===== src/rtl/display_pkg.sv =====
// Shared constants, glyph table and digit-index type for the count display.
package display_pkg;

  localparam logic [6:0] SEG_BLANK = 7'b1111111;
  localparam logic [3:0] AN_OFF    = 4'b1111;
  localparam logic [6:0] GLYPH_U   = 7'b1000001;
  localparam logic [6:0] GLYPH_D   = 7'b0100001;

  // Active-low {g,f,e,d,c,b,a} glyphs for decimal digits 0..9
  localparam logic [6:0] DIGIT_GLYPH [10] = '{
    7'b1000000, 7'b1111001, 7'b0100100, 7'b0110000, 7'b0011001,
    7'b0010010, 7'b0000010, 7'b1111000, 7'b0000000, 7'b0010000
  };

  // Scan position; an[idx] is the lit anode
  typedef enum logic [1:0] {
    DIG_ONES  = 2'd0,
    DIG_TENS  = 2'd1,
    DIG_BLANK = 2'd2,
    DIG_DIR   = 2'd3
  } digit_idx_t;

endpackage


===== src/rtl/count_display_seg_decode.sv =====
// Decimal digit to active-low seven-segment glyph; non-decimal inputs blank.
module seg_decode
  import display_pkg::*;
(
  input  logic [3:0] digit,
  output logic [6:0] seg
);

  // Table lookup, blank for 10..15
  always_comb begin
    seg = SEG_BLANK;
    if (digit <= 4'd9) seg = DIGIT_GLYPH[digit];
  end

endmodule


===== src/rtl/count_display.sv =====
// Four-digit multiplexed display of a 4-bit count (ones, tens, blank,
// direction glyph). Inputs are snapshotted once per frame.
module count_display
  import display_pkg::*;
#(
  parameter int unsigned SCAN_DIV = 50000
) (
  input  logic       clk,
  input  logic       nrst,
  input  logic [3:0] count,
  input  logic       dir,
  output logic [6:0] seg,
  output logic       dp,
  output logic [3:0] an
);

  localparam int unsigned PW = (SCAN_DIV > 1) ? $clog2(SCAN_DIV) : 1;
  localparam logic [PW-1:0] PRESC_MAX = PW'(SCAN_DIV - 1);

  logic [PW-1:0] presc;
  logic          tick;
  digit_idx_t    idx, idx_nxt;
  logic [3:0]    snap_cnt, cnt_nxt;
  logic          snap_dir, dir_nxt;
  logic          capture;
  logic [3:0]    ones;
  logic [6:0]    ones_seg;
  logic [6:0]    seg_nxt;
  logic [3:0]    an_nxt;

  assign tick    = (presc == PRESC_MAX);
  assign idx_nxt = digit_idx_t'(idx + 2'd1);
  assign capture = tick && (idx == DIG_DIR);

  // Digit 0 is rendered on the capture edge itself, so decode from the
  // values about to be latched rather than the registered snapshot.
  assign cnt_nxt = capture ? count : snap_cnt;
  assign dir_nxt = capture ? dir   : snap_dir;
  assign ones    = (cnt_nxt >= 4'd10) ? (cnt_nxt - 4'd10) : cnt_nxt;

  seg_decode u_seg_decode (
    .digit (ones),
    .seg   (ones_seg)
  );

  // Select glyph and anode pattern for the digit being entered
  always_comb begin
    seg_nxt = SEG_BLANK;
    an_nxt  = ~(4'b0001 << idx_nxt);
    case (idx_nxt)
      DIG_ONES:  seg_nxt = ones_seg;
      DIG_TENS:  seg_nxt = (cnt_nxt >= 4'd10) ? DIGIT_GLYPH[1] : SEG_BLANK;
      DIG_BLANK: seg_nxt = SEG_BLANK;
      DIG_DIR:   seg_nxt = dir_nxt ? GLYPH_U : GLYPH_D;
      default:   seg_nxt = SEG_BLANK;
    endcase
  end

  // Prescaler wrapping at SCAN_DIV-1
  always_ff @(posedge clk or negedge nrst) begin
    if (!nrst) presc <= '0;
    else if (tick) presc <= '0;
    else presc <= presc + 1'b1;
  end

  // Scan index, frame snapshot and registered display outputs
  always_ff @(posedge clk or negedge nrst) begin
    if (!nrst) begin
      idx      <= DIG_DIR;
      snap_cnt <= '0;
      snap_dir <= 1'b0;
      an       <= AN_OFF;
      seg      <= SEG_BLANK;
      dp       <= 1'b1;
    end else if (tick) begin
      idx      <= idx_nxt;
      snap_cnt <= cnt_nxt;
      snap_dir <= dir_nxt;
      an       <= an_nxt;
      seg      <= seg_nxt;
      dp       <= 1'b1;
    end
  end

endmodule


===== config.mk =====
export PLATFORM = sky130hd
export DESIGN_NAME = count_display
export DESIGN_NICKNAME = d
export VERILOG_FILES = /design/src/rtl/display_pkg.sv /design/src/rtl/count_display_seg_decode.sv /design/src/rtl/count_display.sv
export SDC_FILE = /design/constraint.sdc
export NUM_CORES = 1
export LEC_CHECK = 0
export CORE_ASPECT_RATIO = 1.75
export CORE_UTILIZATION = 60
export CTS_CLUSTER_DIAMETER = 50
export DETAILED_ROUTE_END_ITERATION = 10
export PLACE_DENSITY = 0.83
export SYNTH_ARGS = -nofsm -noshare
export SYNTH_HDL_FRONTEND = slang
export SYNTH_SLANG_ARGS = --single-unit

===== constraint.sdc =====
create_clock -name clk -period 5.06 [get_ports clk]
set_input_delay 0.506 -clock clk [delete_from_list [all_inputs] [get_ports clk]]
set_output_delay 0.506 -clock clk [all_outputs]
set_load 0.005 [all_outputs]

==> metrics.md <==
| Metric | Value |
|---|---|
| Worst-Margin Slew | `between 1 and 1.5 ns` |
| Most common library cells after synthesis | `dfrtp_1, nor2_1, nand2_1, dfstp_2, xnor2_1` |
| TritonCTS buffer count | `5` |
| R2r endpoint | `seg[5]$_DFFE_PN1N_` |
| CTS tree | `done` |
| ANT nets after route | `0` |
| Comb pwr share | `4.1%` |
| DRT iter0 DRCs | `just over 40` |
| Synth Area in Adders | `about 3.8%` |
| Worst Setup Path Type | `register to register` |
| Net switching power | `about 0.11 mW` |
| Cells along the critical path | `or4b_1 -> nor4_4 -> mux2_2 -> o21bai_1 -> and3b_1` |
| Critical Path Sink | `seg[5]$_DFFE_PN1N_` |
| Share of the synthesized area in the top cell type | `between 20 and 30%` |
| Crit path DAT | `3.08 ns` |
| Core Rows | `27` |
| Synth Area in Simple Gates | `between 20% and 30%` |
| Async set-reset flop share out of synthesis | `between 90% and 100%` |
| Reg clk slew, reported paths | `around 0.070 ns` |
| Slowest stage cell, crit path | `nor4_4` |
| Wire length of the first global-routing pass | `roughly 6600 um` |
| Flops & latches, synth | `34` |
| Initial Util | `62.3%` |
| Achievable Freq | `around 350 MHz` |
| WP buf/inv | `0` |
| DRT Pass-1 Iters | `4` |
| Most common cell in the synthesized netlist | `dfrtp_1` |
| Synth cell types | `48` |
| CTS resizes | `0` |
| Vias | `between 1000 and 1500` |
| Mux contribution to synthesized area | `under 10%` |
| Worst-Skew Late Latency | `between 0.2 and 0.3 ns` |
| Status | `complete, no violations` |
| Syn Inst Count | `around 200` |
| R2R Path Start | `presc[10]$_DFF_PN0_` |
| Die Y | `between 70 and 80 um` |
| Clock Power Share | `between 40% and 50%` |
| CTS max path bufs | `2` |
| Sequential-to-total area share from yosys stat | `44.3%` |
| Total negative slack | `0 ns` |
| Crit start category | `register` |
| Post-synth EDFFs | `0` |
| Avg Inst Size Synth | `9.83 um2` |
| Crit path depth | `5` |
| Layout cells sized above 1 | `15.9%` |
| RSZ-0062 raised after global routing | `no` |
| Switching share of total power | `between 20% and 30%` |
| Antenna violations before repair | `0` |
| Sequential share of power | `around 55%` |
| DP HPWL | `a little over 3000 um` |
| Internal | `0.390 mW` |
| Final hold viol count | `0` |
| Post-Route WL | `3990 um` |
| CP max stage delay | `~0.97 ns` |
| Critical path's top delay family | `simple AND/OR/NAND/NOR gates` |
| Worst rel slew slack | `26.8%` |
| Tot GR Track Use | `26.5%` |
| Final Slew Violations | `0` |
| Max Fanout on Critical Path | `22` |
| FF-to-FF path depth | `5` |
| Via density | `about 5.8` |
| Chip width | `45.2 um` |
| Final Skew | `approximately 0.0075 ns` |
| Net Count, Synth | `212` |
| Synth warnings | `0` |
| Worst EP required | `between 5 and 6 ns` |
| Final Setup Violations | `0` |
| Post-route DRC | `0` |
| Largest net degree at the start of global routing | `35` |
| Post-cts hold buffer count | `0` |
| Synth-to-Final Area Change | `13.4%` |
| Cell taking the most area after synthesis | `dfrtp_1` |
| Crit path launch | `presc[10]$_DFF_PN0_` |
| Pleak | `0.930 nW` |
| Clk sinks | `34` |
| Hold path startpoint | `an[2]$_DFFE_PN1N_` |
| Port buffer count | `17` |
| Tot Pwr | `0.495 mW` |
| Nets | `between 200 and 250` |
| DIE AREA | `between 3000 and 4000 um2` |
| H-Tree Level Count | `2` |
| Largest family of logic cells by synthesized area | `simple AND/OR/NAND/NOR gates` |
| Worst VDD drop | `between 200 and 250 uV` |
| Core Area | `roughly 3100 um2` |
| P per Cell Area | `about 220 nW/um2` |
| Num ports | `19` |
| Max cap viols | `0` |
| Minimum clock period | `2.85 ns` |
| Grt ovf | `0` |
| Critical Path End Type | `register` |
| Number of global-route vias before repair | `roughly 1500` |
| Synth Area in Compound Gates | `9.21%` |
| Part of the cycle the worst path needs | `approximately 56%` |
| Layout Cells excl Fill | `roughly 260` |
| Top cells by area, synth | `dfrtp_1, dfstp_2, xnor2_1` |
| Synth Area in XOR/XNOR | `approximately 8.1%` |
| Layout fillers | `240` |
| Main flop type after synthesis | `dfrtp_1` |
| Synthesized area | `~2000 um2` |
| Design area | `about 2200 um2` |
| Antenna cells | `0` |
| HP Class | `register to register` |
| Post-CTS setup buffer count | `0` |
| Final Wtd Congestion | `slightly below 0.9` |
| Placed insts | `around 250` |
| Register-to-register path setup slack | `roughly 2.2 ns` |
| Root Driver | `clkbuf_8` |
| Placed instance area | `2130 um2` |
| Wire length per cell | `between 15 and 20 um` |
cells in the final DEF, fill, tap and decap left out, types with 7 or more instances in the layout:
cell type	Yosys	final
nand3_1	9	9
nor2_1	19	19
clkdlybuf4s50_1	0	17
mux2_2	7	7
xor2_1	7	7
nand2_1	18	18
dfstp_2	13	13
o21ai_0	7	7
dfrtp_1	21	21
xnor2_1	11	11
inv_1	7	7
power by group through the flow:
stage                     Sequential [mW]  Clock (mW)  Combinational, mW
after floorplan                     0.277           0            0.00812
after global placement              0.277           0             0.0200
after detailed placement            0.277           0             0.0205
after CTS                           0.272       0.208             0.0206
after global routing                0.272       0.218             0.0225
final                               0.272       0.202             0.0203
worst min-delay path, delay by kind of cell, from the launching register on:
kind               cells  cell delay (ns)
and+or+nand+nor        1             0.04
DFF                    1             0.37
AOI/OAI and AO/OA      1             0.05
state kept, by name, summed over array words and instances, names as in the netlist:
name,cells
an,4
idx,2
presc,16
seg,7
snap_cnt,4
snap_dir,1
stage by stage:
stage	setup WS, ns	utilization (%)	hold slack, ns
2_1_floorplan	2.87	-	0.210
3_3_place_gp	2.31	67.7	0.456
3_5_place_dp	2.24	67.7	0.464
4_1_cts	2.23	70.6	0.472
5_1_grt	2.05	70.6	0.486
6_report	2.21	70.6	0.469
cells by family (layout without fill, tap and decap cells):
family | count (synthesis) | after routing
simple gates | 84 | 84
flops | 34 | 34
compound gates | 27 | 27
buf+inv | 19 | 34
xor+xnor | 18 | 18
mux | 10 | 10
fa+ha+maj | 6 | 6
other cells | 1 | 1
cell type report:
type / count / area [um2] / share of cell area, %
inverter: 7 / 26.3 / 1.18
timing repair buffer: 19 / 185 / 8.34
sequential: 34 / 867 / 39.1
multi-input combinational: 146 / 996 / 44.9
clock buffer: 7 / 86.3 / 3.89
clock inverter: 1 / 5.00 / 0.225
tap: 43 / 53.8 / 2.42
per-layer routing:
metal	track usage, %	part of all wire, %	up-vias
met5	0	0	-
met4	16.1	3.9	0
met3	6.05	3.2	11
met2	47.1	57	38
met1	25.8	36	728
li1	-	-	714
how the worst min path moves through the flow:
stage | end | slack (ns) | cells past startpoint
5_1_grt | an[0]$_DFFE_PN1N_ | 0.49 | 2
6_report | an[2]$_DFFE_PN1N_ | 0.47 | 2
4_1_cts | an[3]$_DFFE_PN1N_ | 0.47 | 2
3_5_place_dp | an[2]$_DFFE_PN1N_ | 0.46 | 2
3_3_place_gp | an[3]$_DFFE_PN1N_ | 0.46 | 2
2_1_floorplan | presc[0]$_DFF_PN0_ | 0.21 | 0
Note: power is estimated with default switching activity, not from simulation.
==> variant: new RTL, config.mk and constraints unchanged <==
`SCAN_DIV`: 50000 -> 12500.
--- a/src/rtl/count_display.sv
+++ b/src/rtl/count_display.sv
@@ -5,3 +5,3 @@
 #(
-  parameter int unsigned SCAN_DIV = 50000
+  parameter int unsigned SCAN_DIV = 12500
 ) (
Formal check against the unedited RTL: same outputs for any inputs over 10 cycles, from zero or initial values and one cycle with nrst low; that may be too few to reach the edited logic, so the function may still have changed.
==> variant against the unedited design <==
  * Sequential cell count down 2
  * Non-clock buffer count unchanged
  * Cell area shrank 9.0%
  * Sequential power down 3%
  * Setup slack got worse by 0.27 ns
  * Maximum frequency decreased by 8.8%
  * Area after synthesis shrank 11%
  * Wire length is 8.4% lower
  * Synthesized cell count down 14%
  * First-iteration DRC count is 4.9% higher
  * Power down 0.39%
  * Largest cell class unchanged
  * Largest power group unchanged
==> variant: results <==
export IMPL_multi_input_gates=126
export IMPL_p_sw_mw=0.107
export IMPL_netlist_top_cells_count="dfrtp_1 (19), nand2_1 (16), nor2_1 (14), dfstp_2 (13), xor2_1 (10)"
export IMPL_peakVddDrop_v=0.000205
export IMPL_track_usage_pct=27.3
export IMPL_crit_arrival_ns=3.32
export IMPL_clockBufferCount=8
export IMPL_status="complete, no violations"
export IMPL_place_congestion=0.891
export IMPL_gr_usage_met2_pct=47.6
export IMPL_dp_hpwl_um=2750
export IMPL_ys_seq_area_share_pct=47.1
export IMPL_fin_skew_ns=0.0113
export IMPL_detail_route_wl_per_cell_um=16.6
export IMPL_yosysUniqueCellTypes=39
export IMPL_grt_use_met3_pct=5.45
export IMPL_layout_nets=205
export IMPL_wl_met2_um=2040
export IMPL_synth_top_cells_by_area="dfrtp_1 (27%), dfstp_2 (20%), mux2i_1 (5.2%), xor2_1 (5.0%), ha_1 (4.3%)"
export IMPL_grt_max_degree=33
export IMPL_relSlewSlack_pct=22.6
export IMPL_switching_share_pct=21.8
export IMPL_drive_gt1_share_pct=17.1
export IMPL_num_vias=1322
export IMPL_drt_iter0_drc=43
variant: cell types whose count changed in the layout (fill, tap and decap cells not counted), moves of 4 or more:
cell | unedited run | this run
nand4_1 | 5 | 1
a31oi_1 | 0 | 4
mux2_2 | 7 | 3
nor2_1 | 19 | 14
o22ai_1 | 0 | 5
xnor2_1 | 11 | 5
mux2i_1 | 3 | 9
variant: logic make-up (layout without fill, tap and decap cells):
kind of cell	count (synthesis)	after routing	share of synthesized area (%)
simple gates	65	65	19.8
flops	32	32	47.1
compound gates	26	26	9.23
xor+xnor	15	15	7.57
buf+inv	14	35	3.82
mux	13	13	8.00
fa+ha+maj	6	6	4.33
other cells	1	1	0.216
variant: metrics by stage:
stage	hold WS, ns	area, sq um	std cells	worst slack, ns	utilization, %
3_3_place_gp	0.470	1930	212	1.97	70.9
5_1_grt	0.510	2020	220	1.77	74.3
4_1_cts	0.488	2020	220	1.94	74.3
6_report	0.487	2020	220	1.93	74.3
2_1_floorplan	0.210	1740	172	2.60	-
3_5_place_dp	0.478	1930	212	1.93	70.9
variant: path summary, 6_finish.rpt:
kind | startpoint | to | depth (start not counted)
setup / recovery | presc[9]$_DFF_PN0_ | seg[1]$_DFFE_PN1N_ | 5
hold / removal | an[2]$_DFFE_PN1N_ | an[2]$_DFFE_PN1N_ | 2
setup reg to reg | presc[9]$_DFF_PN0_ | seg[1]$_DFFE_PN1N_ | 5
hold reg to reg | an[2]$_DFFE_PN1N_ | an[2]$_DFFE_PN1N_ | 2
max in group asynchronous | nrst | seg[0]$_DFFE_PN1N_ | 2
min in group asynchronous | nrst | snap_cnt[1]$_DFFE_PN0N_ | 2
variant: worst max-delay path, cell delays in order (launching register included):
cell and delay [ns]:
dfrtp_1 0.42, or4b_4 0.59, nor4_2 1.01, mux2_2 0.43, or3_1 0.36, o32ai_1 0.24
